File: src/rtl/mdpt_train.sv
//----------------------------------------------------------------------------
// mdpt_train: turns load violations and commit outcomes into MDP table writes
// through a small FIFO feeding the table's single update port.  Rev 1.0
//----------------------------------------------------------------------------
`default_nettype none

module mdpt_train #(
   parameter int QUEUE_DEPTH = 4
) (
   input  logic        CLK,
   input  logic        RST,
   input  logic        viol_valid,
   output logic        viol_ready,
   input  logic [37:0] viol_pc38,
   input  logic [7:0]  viol_old_mdp,
   input  logic [5:0]  viol_store_dist,
   input  logic        commit_valid,
   input  logic [37:0] commit_pc38,
   input  logic [7:0]  commit_old_mdp,
   input  logic        commit_dep_observed,
   output logic        commit_drop,
   output logic        update_valid,
   output logic [37:0] update_pc38,
   output logic [7:0]  update_mdp
);

   localparam int PW = $clog2(QUEUE_DEPTH);
   localparam int CW = PW + 1;
   localparam logic [CW-1:0] DEPTH_C = CW'(QUEUE_DEPTH);

   logic [37:0]   pc_q  [QUEUE_DEPTH];
   logic [7:0]    mdp_q [QUEUE_DEPTH];
   logic [PW-1:0] head_q, head_d, tail_q, tail_d, tail_c;
   logic [CW-1:0] cnt_q, cnt_d;

   logic [1:0] v_conf, c_conf;
   logic [5:0] v_dist;
   logic [7:0] viol_new, commit_new;
   logic       viol_enq, commit_need, commit_fit, commit_enq, deq;

   assign v_conf = viol_old_mdp[7:6];
   assign v_dist = viol_old_mdp[5:0];
   assign c_conf = commit_old_mdp[7:6];

   // A repeat violation at the same distance earns full confidence.
   assign viol_new = {((v_conf != 2'd0) && (v_dist == viol_store_dist)) ? 2'd3 : 2'd2,
                      viol_store_dist};

   always_comb begin
      commit_new = commit_old_mdp;
      if (commit_dep_observed) begin
         commit_new[7:6] = (c_conf == 2'd3) ? 2'd3 : c_conf + 2'd1;
      end else if (c_conf == 2'd1) begin
         commit_new = 8'h00;
      end else begin
         commit_new[7:6] = c_conf - 2'd1;
      end
   end

   assign commit_need = commit_valid && (c_conf != 2'd0) && (commit_new != commit_old_mdp);

   // Space is judged on the registered count only; the dequeue this cycle
   // does not make room for an enqueue in the same cycle.
   assign viol_ready  = (cnt_q < DEPTH_C);
   assign viol_enq    = viol_valid && viol_ready && (viol_new != viol_old_mdp);
   assign commit_fit  = ((cnt_q + CW'(viol_enq)) < DEPTH_C);
   assign commit_enq  = commit_need && commit_fit;
   assign commit_drop = commit_need && !commit_fit;
   assign deq         = (cnt_q != '0);

   assign tail_c = tail_q + PW'(viol_enq);
   assign tail_d = tail_q + PW'(viol_enq) + PW'(commit_enq);
   assign head_d = head_q + PW'(deq);
   assign cnt_d  = cnt_q + CW'(viol_enq) + CW'(commit_enq) - CW'(deq);

   assign update_valid = deq;
   assign update_pc38  = deq ? pc_q[head_q]  : 38'd0;
   assign update_mdp   = deq ? mdp_q[head_q] : 8'd0;

   always_ff @(posedge CLK or posedge RST) begin
      if (RST) begin
         head_q <= '0;
         tail_q <= '0;
         cnt_q  <= '0;
      end else begin
         head_q <= head_d;
         tail_q <= tail_d;
         cnt_q  <= cnt_d;
      end
   end

   // The violation takes the older slot when both events enqueue together.
   always_ff @(posedge CLK or posedge RST) begin
      if (RST) begin
         for (int i = 0; i < QUEUE_DEPTH; i++) begin
            pc_q[i]  <= '0;
            mdp_q[i] <= '0;
         end
      end else begin
         if (viol_enq) begin
            pc_q[tail_q]  <= viol_pc38;
            mdp_q[tail_q] <= viol_new;
         end
         if (commit_enq) begin
            pc_q[tail_c]  <= commit_pc38;
            mdp_q[tail_c] <= commit_new;
         end
      end
   end

endmodule

`default_nettype wire
File: config.mk
export PLATFORM = sky130hd
export DESIGN_NAME = mdpt_train
export DESIGN_NICKNAME = d
export VERILOG_FILES = /design/src/rtl/mdpt_train.sv
export SDC_FILE = /design/constraint.sdc
export NUM_CORES = 1
export LEC_CHECK = 0
export BUFFER_PORTS_ARGS = -buffer_cell sky130_fd_sc_hd__buf_4
export CAP_MARGIN = 20
export CORE_MARGIN = 2
export CORE_UTILIZATION = 43
export CTS_BUF_LIST = sky130_fd_sc_hd__clkbuf_16
export CTS_CLUSTER_SIZE = 24
export DETAILED_ROUTE_END_ITERATION = 10
export MAX_ROUTING_LAYER = met4
export PLACE_DENSITY = 0.7
export SYNTH_ARGS = -nofsm -noshare
export SYNTH_HDL_FRONTEND = slang
export SYNTH_SLANG_ARGS = --single-unit
File: constraint.sdc
create_clock -name CLK -period 16.7 [get_ports CLK]
set_input_delay 3.34 -clock CLK [delete_from_list [all_inputs] [get_ports CLK]]
set_output_delay 3.34 -clock CLK [all_outputs]
set_load 0.1 [all_outputs]
# Word level (Yosys, flattened, before mapping)

Cells that the tools add are included.

Bits in registers: 191
Logic and storage cells: 77

$add $sub $neg: 8
Order comparisons: 7
Eq/ne operators: 5
Mux-type cells: 30
Bitwise logic cells: 3
Reductions and logical operators: 13

Operator list:

| cell                                                                  | count |
|---|---|
| 152-bit bitwise mux                                                   | 2 |
| 152-bit two-way mux                                                   | 2 |
| 38-bit two-way mux                                                    | 5 |
| 38-bit demux with 2-bit select                                        | 2 |
| 38-bit binary-select mux with 2-bit select                            | 1 |
| 32-bit bitwise mux                                                    | 2 |
| 32-bit two-way mux                                                    | 2 |
| 8-bit two-way mux                                                     | 5 |
| 8-bit demux with 2-bit select                                         | 2 |
| 8-bit binary-select mux with 2-bit select                             | 1 |
| 8-bit inequality test                                                 | 2 |
| 6-bit two-way mux                                                     | 2 |
| 3-bit >= comparator (second input constant)                           | 3 |
| 1-bit logical AND                                                     | 9 |
| 2-bit inverter with 3-bit output                                      | 3 |
| 2-bit by 1-bit adder with 2-bit output                                | 3 |
| 3-bit by 1-bit adder with 3-bit output                                | 2 |
| 6-bit == test                                                         | 1 |
| 3-bit by 1-bit < comparator with 1-bit output (second input constant) | 2 |
| 3-bit < comparator (second input constant)                            | 2 |
| 2-bit two-way mux                                                     | 3 |
| 2-bit nonzero test                                                    | 2 |
| 3-bit nonzero test                                                    | 1 |
| 3-bit by 1-bit subtractor with 3-bit output                           | 1 |
| other kinds (6)                                                       | 6 |

# Logic depth before layout (Yosys ltp)

Word-level depth: 13
Gate-level depth with buffers: 14

# Worst setup path before layout

No wires, ideal clock.

Path kind: in2out
Start: input port viol_old_mdp[5]
End: output port commit_drop
Arrival time: 6888 ps
Path slack: 6472 ps
Stages on the path: 8
Buffers on the path: 0
Path through: xnor2_1 > nand4_1 > nor2_1 > nor2_1 > ha_1 > ha_1 > xor2_1 > nor3b_1

Cells in the longest elaborated chain, start to end: 9

RTL lines:

| what                                     | RTL line | source |
|---|---|---|
| start: declaration                       | 15       | `input logic [7:0] viol_old_mdp,` |
| 6-bit == test                            | 46       | `assign viol_new = {((v_conf != 2'd0) && (v_dist == viol_store_dist)) ? 2'd3 : 2'd2,` |
| 1-bit logical AND                        | 46       |  |
| 1-bit two-way mux                        | 46       |  |
| 8-bit inequality test *                  | 65       | `assign viol_enq = viol_valid && viol_ready && (viol_new != viol_old_mdp);` |
| 1-bit logical AND *                      | 65       |  |
| 3-bit by 1-bit adder with 3-bit output * | 66       | `assign commit_fit = ((cnt_q + CW'(viol_enq)) < DEPTH_C);` |
| 3-bit < comparator *                     | 66       |  |
| 1-bit zero test *                        | 68       | `assign commit_drop = commit_need && !commit_fit;` |
| 1-bit logical AND *                      | 68       |  |
| end: declaration                         | 21       | `output logic commit_drop,` |

Every way passes the cells marked *; elsewhere a longest branch is shown, timed or not.

# Final worst setup path

Start: input port viol_store_dist[2]
End: output port commit_drop

Cells in the longest elaborated chain, start to end: 9

RTL lines:

| what                                     | RTL line | source |
|---|---|---|
| start: declaration                       | 16       | `input logic [5:0] viol_store_dist,` |
| 6-bit == test                            | 46       |  |
| 1-bit logical AND                        | 46       |  |
| 1-bit two-way mux                        | 46       |  |
| 8-bit inequality test *                  | 65       |  |
| 1-bit logical AND *                      | 65       |  |
| 3-bit by 1-bit adder with 3-bit output * | 66       |  |
| 3-bit < comparator *                     | 66       |  |
| 1-bit zero test *                        | 68       |  |
| 1-bit logical AND *                      | 68       |  |

Marks and branches as above.

==> summary.txt <==
Finish
  • Share of layout cells above drive strength 1: 60.3%
  • Nets@finish: 1022
  • Filler cells: 2255
  • Final instance area: 13400 um2
  • Sequential cell area: 4780 um2
  • Area of the multi-input gates: 6330 um2
  • Area Growth Syn to Fin: 16.1%
  • Diodes inserted: 0

Synthesis
  • Top_reg_cell synth: dfrtp_1
  • Post-synth top area cell: dfrtp_1
  • Synth cell types: 35
  • Post-synth EDFFs: 0
  • Area share of the largest cell type after synthesis: 41.4%
  • Synth warnings: 0
  • Synthesized area: 11500 um2
  • Synthesized instance count: 780
  • Synthesis-stage register bit count: 191
  • Avg Cell Area, Syn: 14.8 um2
  • Top post-synthesis cells by area: dfrtp_1, mux2_2, mux2_4
  • Post-synth ARST share: 100%
  • Post-synth net total: 893
  • Sequential area share after synthesis: 41.4%

Timing
  • RSZ-0062 raised after global routing: no
  • Clock skew: 10.3 ps
  • WHS: 550 ps
  • Pins over their slew limit: 0
  • Relative slew slack: 31.0%
  • F_max: 110 MHz
  • Fin crit period: 9080 ps
  • Final period utilization: 54.4%
  • Worst slew pin tran: 1030 ps
  • Final setup viols: 0
  • Hold Vio Cnt, Final: 0
  • Setup TNS: 0 ps

Clocking
  • CTS Hold Bufs: 0
  • CTS max path bufs: 2
  • Clock Sinks: 191
  • CTS tree: done
  • Inserted Clock Buffers: 17
  • # resized after CTS: 0
  • Clk_lat worst skew: 430 ps
  • Clock transition at path regs: 70 ps
  • H-tree depth: 4
  • Post-CTS Setup Inserts: 0
  • CTS root buffer: clkbuf_16

Die
  • Initial Utilization: 44.0%
  • Core area: 26200 um2
  • Die width: 168 um
  • Die height: 168 um
  • I/O pins: 152
  • Die ar.: 28200 um2
  • Site Rows: 59

Worst setup path
  • Worst EP arrival: 5740 ps
  • Crit path kind: in2out
  • CP Cell Sequence: buf_4 -> xnor2_1 -> nand4_1 -> nor2_1 -> nor2_1 -> ha_1 -> ha_1 -> xor2_1 -> nor3b_1 -> buf_4
  • Crit path max fanout: 5
  • Highest cell delay on the worst timing path: 370 ps
  • RR Startpoint: cnt_q[2]
  • Startpoint types: input pin
  • Req. time, crit path: 13360 ps
  • Slowest-stage cell, CP: xor2_1
  • Worst setup EP type: primary output
  • Crit path from: viol_store_dist[2]

Flow run
  • # Max-Cap Violations: 0

Placed design
  • GP Congestion: 0.730
  • I/O Buffers: 151
  • Hpwl dp: 15700 um
  • Placement Cell Area: 12800 um2

Global routing
  • Total gr overflow: 0
  • Initial antenna violation count: 0
  • Largest net degree at the start of global routing: 133
  • Number of global-route vias before repair: 7532
  • Global-route wire length before repair: 43300 um
  • GRT Resource Usage Total: 20.5%

Drt
  • Final wirelength: 27100 um
  • Via count: 6855
  • Starting DRC count in detailed routing: 265
  • Residual DRC count: 0
  • DRT Pass-1 Iters: 6
  • Wire per inst: 21.5 um
  • Post-detailed-route count of antenna-violating nets: 0
  • Via/cell ratio: 5.45

Hold path
  • Min-Delay Path Class: reg2reg
  • Worst hold path startpoint: mdp_q[7]

Status
  • Outcome: finished clean
-- state kept, by name, summed over array words and instances, names as in the netlist --
register  flops
mdp_q        32
head_q        2
tail_q        2
cnt_q         3
pc_q        152
-- per-stage QoR --
step | setup slack [ps] | utilization [%] | std cells
2_1_floorplan | 6470 | - | 780
3_3_place_gp | 7620 | 48.8 | 1224
3_5_place_dp | 7630 | 48.8 | 1224
4_1_cts | 7610 | 51.0 | 1256
5_1_grt | 7440 | 51.1 | 1257
6_report | 7620 | 51.1 | 1257
-- cell usage after synthesis (all sizes together), types with 2 or more instances --
library cell  instances
nor3                  4
xnor2                11
o21ai                 2
xor2                  4
mux2                305
mux4                 46
o21a                  2
nor2b                48
ha                    9
nor2                 10
nand3b                2
inv                   9
nand2b                3
mux2i                60
nand2                 9
nand4                 2
nor3b                 3
dfrtp               191
clkbuf               10
buf                  42
-- cells in the final DEF (no fill, tap or decap), types with 4 or more instances in the layout --
cell,n
mux2_2,207
xor2_1,4
ha_1,9
mux4_2,46
mux2i_1,60
nand2_1,8
inv_1,8
mux2_4,96
xnor2_1,11
buf_4,161
clkinv_4,5
dfrtp_1,189
clkbuf_16,17
nor2_1,10
nor2b_1,48
-- layer usage --
layer	global-route usage (%)	vias to the layer above	part of all wire (%)
li1	-	3134	-
met4	5.33	0	1.4
met1	27.2	3567	46
met2	33.7	129	50
met3	2.54	25	2.7
met5	-	-	0
-- logic make-up after synthesis --
family	Yosys count	synth area share (%)
xor+xnor	15	1.14
simple gates	84	4.43
fa+ha+maj	10	1.15
compound gates	8	0.727
mux	411	47.1
flops	191	41.4
buf+inv	61	4.04
-- critical path, delay by kind of cell --
family / cells / cell delay [ps]
XOR/XNOR: 2 / 690
adder cells (fa/ha/maj): 2 / 380
buffers and inverters: 2 / 450
AND/OR/NAND/NOR: 4 / 870
-- path summary, 6_finish.rpt --
check | slack, ps | to | cells after the start
worst max-delay path | 7620 | commit_drop | 10
worst min-delay path | 550 | mdp_q[7] | 2
worst max register to register | 13020 | pc_q[26] | 9
worst min register to register | 550 | mdp_q[7] | 2
max in group asynchronous | 12150 | head_q[0] | 3
min in group asynchronous | 3120 | pc_q[144] | 2
-- area by class of cell --
class | count | area share [%]
multi-input combinational | 528 | 47.3
sequential | 191 | 35.7
timing repair buffer | 162 | 9.23
clock buffer | 17 | 3.18
tap | 335 | 3.13
clock inverter | 15 | 1.16
inverter | 9 | 0.308
Power is left out: the tool's default activity adds up to more than one toggle a clock period on the data nets, which glitch-free logic cannot reach.
